**config.mk**
```make
export PLATFORM = sky130hd
export DESIGN_NAME = sum_collector_flat
export DESIGN_NICKNAME = d
export VERILOG_FILES = /design/src/rtl/sum_collector_if.sv /design/src/rtl/sum_collector.sv /design/src/flat_wrapper.sv
export SDC_FILE = /design/constraint.sdc
export NUM_CORES = 1
export LEC_CHECK = 0
export BUFFER_PORTS_ARGS = -buffer_cell sky130_fd_sc_hd__clkbuf_2
export CORE_MARGIN = 2
export CORE_UTILIZATION = 30
export DETAILED_ROUTE_END_ITERATION = 10
export GPL_TIMING_DRIVEN = 0
export PLACE_DENSITY = 0.49
export SLEW_MARGIN = 30
export SYNTH_ARGS = -nofsm -noshare
export SYNTH_HDL_FRONTEND = slang
export SYNTH_SLANG_ARGS = --single-unit
```
**constraint.sdc**
```tcl
create_clock -name CLK -period 4.5 [get_ports CLK]
set_input_delay 0.225 -clock CLK [delete_from_list [all_inputs] [get_ports CLK]]
set_output_delay 0.225 -clock CLK [all_outputs]
set_load 0.005 [all_outputs]
```
**src/rtl/sum_collector_if.sv**
```systemverilog
// Half-beat input and valid/ready result stream for sum_collector.
// master: adder-side producer and result consumer; slave: the collector.
interface sum_collector_if #(
   parameter int unsigned HALF_W = 16
);
   localparam int unsigned SUM_W = 2 * HALF_W + 1;

   logic              in_valid;
   logic [HALF_W-1:0] S_in;
   logic              C_in;
   logic              flag_in;
   logic              out_valid;
   logic              out_ready;
   logic [SUM_W-1:0]  sum_out;

   modport master (
      output in_valid, S_in, C_in, flag_in, out_ready,
      input  out_valid, sum_out
   );

   modport slave (
      input  in_valid, S_in, C_in, flag_in, out_ready,
      output out_valid, sum_out
   );
endinterface

```
**src/rtl/sum_collector.sv**
```systemverilog
// Pairs low/high adder sum halves into {carry, high, low} and queues them on a valid/ready port.
// Optional SUM_COLLECT_STATS_EN builds the res_cnt/drop_cnt counters; otherwise they read zero.
module sum_collector #(
   parameter int unsigned HALF_W = 16,
   parameter int unsigned DEPTH  = 4
) (
   input  logic        CLK,
   input  logic        RST_N,
   sum_collector_if.slave bus,
   input  logic        err_clr,
   output logic        seq_err,
   output logic        ovf_err,
   output logic [15:0] res_cnt,
   output logic [15:0] drop_cnt
);

   localparam int unsigned SUM_W = 2 * HALF_W + 1;
   localparam int unsigned IDX_W = $clog2(DEPTH);
   localparam int unsigned PTR_W = IDX_W + 1;
   localparam int unsigned CNT_W = 16;

   typedef enum logic {
      LOW_WAIT  = 1'b0,
      HIGH_WAIT = 1'b1
   } state_t;

   state_t             state_q;
   state_t             state_nxt_c;
   logic [HALF_W-1:0]  low_q;
   logic               load_low_c;
   logic               seq_evt_c;
   logic               push_req_c;

   logic [SUM_W-1:0]   mem [DEPTH];
   logic [PTR_W-1:0]   wr_ptr;
   logic [PTR_W-1:0]   rd_ptr;
   logic [PTR_W-1:0]   wr_nxt_c;
   logic [PTR_W-1:0]   rd_nxt_c;
   logic               full_c;
   logic               pop_c;
   logic               push_ok_c;
   logic               drop_c;
   logic [SUM_W-1:0]   push_data_c;
   logic [SUM_W-1:0]   head_nxt_c;
   logic               out_valid_q;
   logic [SUM_W-1:0]   sum_q;

   // FSM state register
   always_ff @(posedge CLK or negedge RST_N) begin
      if (!RST_N) state_q <= LOW_WAIT;
      else        state_q <= state_nxt_c;
   end

   // FSM next state
   always_comb begin
      state_nxt_c = state_q;
      if (bus.in_valid) begin
         unique case (state_q)
            LOW_WAIT:  if (!bus.flag_in) state_nxt_c = HIGH_WAIT;
            HIGH_WAIT: if (bus.flag_in)  state_nxt_c = LOW_WAIT;
            default:   state_nxt_c = LOW_WAIT;
         endcase
      end
   end

   // FSM outputs: a low beat always (re)loads the held half
   always_comb begin
      load_low_c = 1'b0;
      seq_evt_c  = 1'b0;
      push_req_c = 1'b0;
      if (bus.in_valid) begin
         load_low_c = !bus.flag_in;
         unique case (state_q)
            LOW_WAIT:  seq_evt_c = bus.flag_in;
            HIGH_WAIT: begin
               seq_evt_c  = !bus.flag_in;
               push_req_c = bus.flag_in;
            end
            default:   seq_evt_c = 1'b0;
         endcase
      end
   end

   always_ff @(posedge CLK or negedge RST_N) begin
      if (!RST_N)          low_q <= '0;
      else if (load_low_c) low_q <= bus.S_in;
   end

   // FIFO control; a full FIFO still accepts a push when the head pops in the same cycle
   always_comb begin
      full_c      = (wr_ptr[IDX_W-1:0] == rd_ptr[IDX_W-1:0]) && (wr_ptr[IDX_W] != rd_ptr[IDX_W]);
      pop_c       = out_valid_q & bus.out_ready;
      push_ok_c   = push_req_c & (!full_c | pop_c);
      drop_c      = push_req_c & full_c & !pop_c;
      push_data_c = {bus.C_in, bus.S_in, low_q};
      rd_nxt_c    = rd_ptr + PTR_W'(pop_c);
      wr_nxt_c    = wr_ptr + PTR_W'(push_ok_c);
      head_nxt_c  = (push_ok_c && (wr_ptr == rd_nxt_c)) ? push_data_c
                                                        : mem[rd_nxt_c[IDX_W-1:0]];
   end

   always_ff @(posedge CLK) begin
      if (push_ok_c) mem[wr_ptr[IDX_W-1:0]] <= push_data_c;
   end

   // Head is registered so out_valid/sum_out come straight from flops
   always_ff @(posedge CLK or negedge RST_N) begin
      if (!RST_N) begin
         wr_ptr      <= '0;
         rd_ptr      <= '0;
         out_valid_q <= 1'b0;
         sum_q       <= '0;
      end else begin
         wr_ptr      <= wr_nxt_c;
         rd_ptr      <= rd_nxt_c;
         out_valid_q <= (wr_nxt_c != rd_nxt_c);
         if (wr_nxt_c != rd_nxt_c) sum_q <= head_nxt_c;
      end
   end

   assign bus.out_valid = out_valid_q;
   assign bus.sum_out   = sum_q;

   // Sticky error flags; a new event beats a simultaneous clear
   always_ff @(posedge CLK or negedge RST_N) begin
      if (!RST_N) begin
         seq_err <= 1'b0;
         ovf_err <= 1'b0;
      end else begin
         seq_err <= seq_evt_c | (seq_err & !err_clr);
         ovf_err <= drop_c    | (ovf_err & !err_clr);
      end
   end

`ifdef SUM_COLLECT_STATS_EN
   logic [CNT_W-1:0] res_cnt_q;
   logic [CNT_W-1:0] drop_cnt_q;

   always_ff @(posedge CLK or negedge RST_N) begin
      if (!RST_N) begin
         res_cnt_q  <= '0;
         drop_cnt_q <= '0;
      end else begin
         if (push_ok_c) res_cnt_q  <= res_cnt_q + CNT_W'(1);
         if (drop_c)    drop_cnt_q <= drop_cnt_q + CNT_W'(1);
      end
   end

   assign res_cnt  = res_cnt_q;
   assign drop_cnt = drop_cnt_q;
`else
   assign res_cnt  = CNT_W'(0);
   assign drop_cnt = CNT_W'(0);
`endif

endmodule

```
**src/flat_wrapper.sv**
```systemverilog
// flat-port wrapper written by rule: the top's interface ports become plain ports
module sum_collector_flat 
#(
   parameter int unsigned HALF_W = 16,
   parameter int unsigned DEPTH  = 4
)
  (CLK, RST_N, err_clr, seq_err, ovf_err, res_cnt, drop_cnt, bus_in_valid, bus_S_in, bus_C_in, bus_flag_in, bus_out_ready, bus_out_valid, bus_sum_out);
  sum_collector_if #(.HALF_W(HALF_W)) bus_i ();
  input  logic CLK;
  input  logic RST_N;
  input  logic err_clr;
  output logic seq_err;
  output logic ovf_err;
  output logic [15:0] res_cnt;
  output logic [15:0] drop_cnt;
  input wire logic [$bits(bus_i.in_valid)-1:0] bus_in_valid;
  input wire logic [$bits(bus_i.S_in)-1:0] bus_S_in;
  input wire logic [$bits(bus_i.C_in)-1:0] bus_C_in;
  input wire logic [$bits(bus_i.flag_in)-1:0] bus_flag_in;
  input wire logic [$bits(bus_i.out_ready)-1:0] bus_out_ready;
  output wire logic [$bits(bus_i.out_valid)-1:0] bus_out_valid;
  output wire logic [$bits(bus_i.sum_out)-1:0] bus_sum_out;
  assign bus_i.in_valid = bus_in_valid;
  assign bus_i.S_in = bus_S_in;
  assign bus_i.C_in = bus_C_in;
  assign bus_i.flag_in = bus_flag_in;
  assign bus_i.out_ready = bus_out_ready;
  assign bus_out_valid = bus_i.out_valid;
  assign bus_sum_out = bus_i.sum_out;
  sum_collector #(.HALF_W(HALF_W), .DEPTH(DEPTH)) u_core (.CLK(CLK), .RST_N(RST_N), .bus(bus_i), .err_clr(err_clr), .seq_err(seq_err), .ovf_err(ovf_err), .res_cnt(res_cnt), .drop_cnt(drop_cnt));
endmodule
```
# Yosys cells after proc, flatten, opt, wreduce, memory -nomap -nowiden
# Memory sizes are Yosys's and may differ from the RTL's.
# Cells that the tools add are included.
# W data, S select, Z words.
[classes] n_addsub=2 eq_ne=4 n_mux=9 bitwise_logic=10 n_reduce_logical=6
[ops] operator="$mux W33" n=1
[ops] operator="$mux W1" n=7
[ops] operator="$add A3 B1 Y3" n=2
[ops] operator="$and A1 B1 Y1" n=6
[ops] operator="$logic_not A1 Y1" n=4
[ops] operator="$eq A3 B3 Y1" n=1
[ops] operator="$ne A3 B3 Y1" n=1
[ops] operator="$or A1 B1 Y1" n=3
[ops] operator="$eq A2 B2 Y1" n=1
[ops] operator="$logic_and A1 B1 Y1" n=2
[ops] operator="$pmux W1 S2" n=1
[ops] operator="$ne A1 B1 Y1" n=1
[ops] operator="$not A1 Y1" n=1
[totals] register_bits=59 ram_bits=132 output_inout_bits=68 elab_cells=40 n_memories=1
[memory_table] memory="u_core.mem" words=4 width=33 read_ports=1 rd_clocked_by_memory_dff=0 write_ports=1 line_no="sum_collector.sv:34" source="logic [SUM_W-1:0] mem [DEPTH];"

# Logic depth before layout (Yosys ltp)
[depth] depth_word=7 depth_mapped=12 mapped_depth_nobuf=10

# Least setup slack after synthesis
# Ideal clock, no wire load.
[synth_timing] path_type="register to register" start="register u_core.wr_ptr[0]" end="memory u_core.mem[2][0] (netlist bit), enable pin" setup_ns=0.471 arrival_ns=3.573 path_slack_ns=0.455 stages_incl_launch_ff=5 path_buffers=1 synth_period_minus_slack_ns=4.045 path_cell_list="dfrtp_1 -> xnor2_1 -> a41o_2 -> buf_4 -> nor3b_1"
[synth_between] elab_chain_cells=7
[synth_lines] item="start, declared" line_no="sum_collector.sv:35" source="logic [PTR_W-1:0] wr_ptr;"
[synth_lines] item="start signal, assigned" line_no="sum_collector.sv:114" source="wr_ptr <= wr_nxt_c;"
[synth_lines] item="$eq A2 B2 Y1" line_no="sum_collector.sv:91" source="full_c = (wr_ptr[IDX_W-1:0] == rd_ptr[IDX_W-1:0]) && (wr_ptr[IDX_W] != rd_ptr[IDX_W]);"
[synth_lines] item="$logic_and A1 B1 Y1" line_no="sum_collector.sv:91"
[synth_lines] item="$logic_not A1 Y1" line_no="sum_collector.sv:93" source="push_ok_c = push_req_c & (!full_c | pop_c);"
[synth_lines] item="$or A1 B1 Y1" line_no="sum_collector.sv:93"
[synth_lines] item="$and A1 B1 Y1" line_no="sum_collector.sv:93"
[synth_lines] item="$mux W1" line_no="sum_collector.sv:103" source="if (push_ok_c) mem[wr_ptr[IDX_W-1:0]] <= push_data_c;"
[synth_lines] item="$mux W1 (implied by the code)" line_no="sum_collector.sv:103"
[synth_lines] item="end, declared" line_no="sum_collector.sv:34"
# Parallel ways exist; a longest one is shown, timed or not.

# Worst setup path after layout
[layout_timing] start="register u_core.wr_ptr[1]" end="register u_core.sum_q[22] (netlist: u_core.bus.sum_out[22])"
[layout_between] elab_chain_cells=7 word_cells_on_any_way=10
[layout_lines] item="$eq A2 B2 Y1" line_no="sum_collector.sv:91"
[layout_lines] item="$logic_and A1 B1 Y1" line_no="sum_collector.sv:91"
[layout_lines] item="$logic_not A1 Y1" line_no="sum_collector.sv:93"
[layout_lines] item="$or A1 B1 Y1" line_no="sum_collector.sv:93"
[layout_lines] item="$and A1 B1 Y1" line_no="sum_collector.sv:93"
[layout_lines] item="$add A3 B1 Y3 (*)" line_no="sum_collector.sv:97" source="wr_nxt_c = wr_ptr + PTR_W'(push_ok_c);"
[layout_lines] item="named net u_core.wr_nxt_c[1]" line_no="sum_collector.sv:37" source="logic [PTR_W-1:0] wr_nxt_c;"
[layout_lines] item="$ne A3 B3 Y1 (*)" line_no="sum_collector.sv:117" source="if (wr_nxt_c != rd_nxt_c) sum_q <= head_nxt_c;"
[layout_lines] item="end signal, assigned" line_no="sum_collector.sv:117"
[layout_lines] item="end, declared" line_no="sum_collector.sv:46" source="logic [SUM_W-1:0] sum_q;"
# Mark *: on every way through the listed nets, which the timed path passes. The rest lies on a longest branch.
# A chain may end at the register's enable or synchronous reset.

==> impl_metrics.json <==
{
  "switching_share": 0.362,
  "status": "finished, final reports clean",
  "grt_pass1_wl_mm": 28.9,
  "gp_congestion": 0.718,
  "cp.required_ps": 4850,
  "finalPower_uw": 6820,
  "stdcell_area_um2": 9490,
  "io_pins": 91,
  "route.detailed.drc": 0,
  "rsz0062_at_grt": "no",
  "detail_route.first_pass.iterations": 4,
  "synth-seq-cells": 191,
  "numPortBuffers": 58,
  "cp_max_fo": 10,
  "cts_tree": "built",
  "cts.clk_slew.worst_paths_ps": 70,
  "vdd_drop_max_mv": 0.320,
  "layout.cells.non_filler": 915,
  "p_switching_uw": 2470,
  "clkPwrFrac": 0.218,
  "clk-insertion-delay-late_ps": 430,
  "diodes": 0,
  "netlist_area_um2": 7880,
  "synth-seq-area-share": 0.690,
  "cts_root_buf": "clkbuf_16",
  "async_flop_share": 0.309,
  "die_area_um2": 27600,
  "initialDrtViolationCount": 333,
  "synth_cells": 442,
  "post_drt_wl_per_cell_um": 20.1,
  "slowest_stage": "nor2_1",
  "wirelength_mm": 18.4,
  "pwr-share-comb": 0.427,
  "power_frac_seq": 0.354,
  "via_per_inst": 4.96,
  "start_kind": "flop",
  "power.density_nw_per_um2": 719,
  "dp.cells": 881,
  "final_cell_mix": "edfxtp_1 (132), clkbuf_2 (59), dfrtp_1 (59)",
  "critPathKind": "flop to flop",
  "grt_max_degree": 40,
  "skew_ps": 8.98,
  "h-tree-depth": 4,
  "cts.sinks": 191,
  "critPathArrivalTime_ps": 3990,
  "finalCritPeriodShare": 0.809,
  "cp-end-kind": "flop",
  "yosysUniqueCellTypes": 34,
  "grt_pass1_vias": 4645,
  "die_x_um": 166,
  "crit_start": "u_core.wr_ptr[1]",
  "layout-drive-gt1-share": 0.379,
  "clock.fmax_mhz": 275,
  "syn_to_final_growth_pct": 20.5,
  "reg2regPathDepth": 11,
  "final_common_cell": "edfxtp_1",
  "worst_pin_slew_ps": 803,
  "finalHoldViolations": 0,
  "cts_made_buffers": 17,
  "rrSetupSlack_ps": 860,
  "multi_input_area_um2": 2130,
  "yosysWarnings": 0,
  "die_h_um": 166,
  "gr-total-overflow": 0,
  "slew_headroom": 0.465,
  "rr_endpoint": "u_core.bus.sum_out[22]",
  "cpMostUsedCell": "ha_1",
  "leakagePower_uw": 0.00353,
  "seqCellArea_um2": 5440,
  "crit_chain": "xnor2_1, a41o_2, inv_2, buf_4, ha_1, ha_1, xor2_1, nor2_1, clkbuf_1, a32oi_1, a2bb2oi_1",
  "slowest_delay_ps": 540,
  "crit_end": "u_core.bus.sum_out[22]",
  "final_nets": 595,
  "post_cts_resized": 0,
  "p_int_uw": 4350,
  "setup_violations": 0,
  "fill_cells": 2466,
  "period_needed_ps": 3640,
  "ant_nets": 0,
  "fp.coreArea_um2": 25900,
  "worst-path-buf-inv": 3,
  "synth-edff-count": 132,
  "hold_path_class": "input port to flop",
  "grt_usage": 0.138,
  "drv_slew": 0,
  "clock_path_buffers": 2,
  "synthFlopType": "edfxtp_1",
  "initial_core_util": 0.304,
  "path_depth": 11,
  "whs_ps": 30.9,
  "setup_tns_ps": 0,
  "cp_top_family": "buffers and inverters",
  "vias": 4541,
  "rows": 59,
  "cap_violations": 0,
  "syn_avg_cell_area_um2": 17.8,
  "hpwl_mm": 12.4,
  "grt_antenna_before_repair": 0,
  "rr_startpoint": "u_core.wr_ptr[1]",
  "place_area_um2": 8890
}
==> per-layer routing <==
metal	vias to the layer above	GRT usage	routed length [µm]
li1	1984	-	-
met1	2385	0.197	8750
met5	-	0	0
met4	0	0.0488	325
met2	148	0.209	8540
met3	24	0.0298	814
==> state kept, by name (all words and copies together), names as in the netlist <==
name and count:
u_core.mem 132, u_core.bus.sum_out 33, u_core.low_q 16, u_core.rd_ptr 3, u_core.wr_ptr 3, u_core.bus.out_valid 1, u_core.ovf_err 1, u_core.seq_err 1
u_core.state_q 1
==> stage by stage <==
| step | setup slack, ps | util |
|---|---|---|
| 2_1_floorplan | 455 | - |
| 3_3_place_gp | -2140 | 0.336 |
| 3_5_place_dp | 869 | 0.343 |
| 4_1_cts | 851 | 0.366 |
| 5_1_grt | 612 | 0.366 |
| 6_report | 860 | 0.366 |
==> Yosys cell counts (2+ instances only) <==
master | count | share of area
a32oi_1 | 33 | 0.037
ha_1 | 5 | 0.0079
edfxtp_1 | 132 | 0.50
nor2_1 | 2 | 0.00095
o21ai_1 | 24 | 0.015
buf_2 | 8 | 0.0051
nand2_1 | 4 | 0.0019
clkbuf_1 | 10 | 0.0048
mux2_2 | 16 | 0.023
buf_4 | 38 | 0.036
o21ai_0 | 5 | 0.0032
dfrtp_1 | 59 | 0.19
o21ai_2 | 6 | 0.0067
buf_6 | 5 | 0.0071
a2bb2oi_1 | 33 | 0.037
mux4_2 | 33 | 0.094
inv_1 | 4 | 0.0019
xnor2_1 | 2 | 0.0022
clkbuf_2 | 2 | 0.0013
xor2_1 | 7 | 0.0078
==> final cells by class <==
class                      instances  share of cell area
buffer                            63              0.0452
clock buffer                      18              0.0463
timing repair buffer              75              0.0502
clock inverter                    14              0.0149
inverter                           5             0.00198
tap                              335              0.0441
sequential                       191               0.573
multi-input combinational        214               0.224
==> how the worst min path moves through the flow <==
stage / to / slack, ps / depth (start not counted) / from
2_1_floorplan: u_core.bus.out_valid / -70 / 0 / RST_N
3_3_place_gp: u_core.seq_err / 440 / 2 / err_clr
3_5_place_dp: u_core.seq_err / 180 / 1 / RST_N
4_1_cts: u_core.state_q / 10 / 2 / bus_in_valid
5_1_grt: u_core.state_q / 20 / 2 / bus_in_valid
6_report: u_core.state_q / 30 / 2 / bus_in_valid
==> what timing repair did <==
action                                 4_1_cts  5_1_grt
hold buffers                                 2        0
setup buffers                                0        0
endpoints found under the hold margin       22        0
==> logic make-up (layout without fill, tap and decap cells) <==
logic type,after synthesis,in the layout,synth area share
xor gates and xnor gates,11,11,0.0152
and+or+nand+nor,14,14,0.0111
buffers and inverters,68,175,0.0569
adders and majority gates,5,5,0.00794
muxes,49,49,0.117
AOI/OAI and AO/OA,103,103,0.101
other,1,32,0.000476
DFF,191,191,0.690
==> power by group through the flow <==
stage                     clock network, µW  logic, µW  registers, µW
after CTS                              1530       2950           2420
final                                  1490       2910           2420
after global placement                    0       2860           2450
after global routing                   1590       3200           2450
after floorplan                           0       2050           2400
after detailed placement                  0       2930           2450
==> worst register-to-register path, stage by stage (launching register included) <==
cell       delay [ps]
dfrtp_1           500
xnor2_1           260
a41o_2            400
inv_2             190
buf_4             220
ha_1              190
ha_1              320
xor2_1            150
nor2_1            540
clkbuf_1          490
a32oi_1           130
a2bb2oi_1         160
Power figures use the tool's default switching activity.
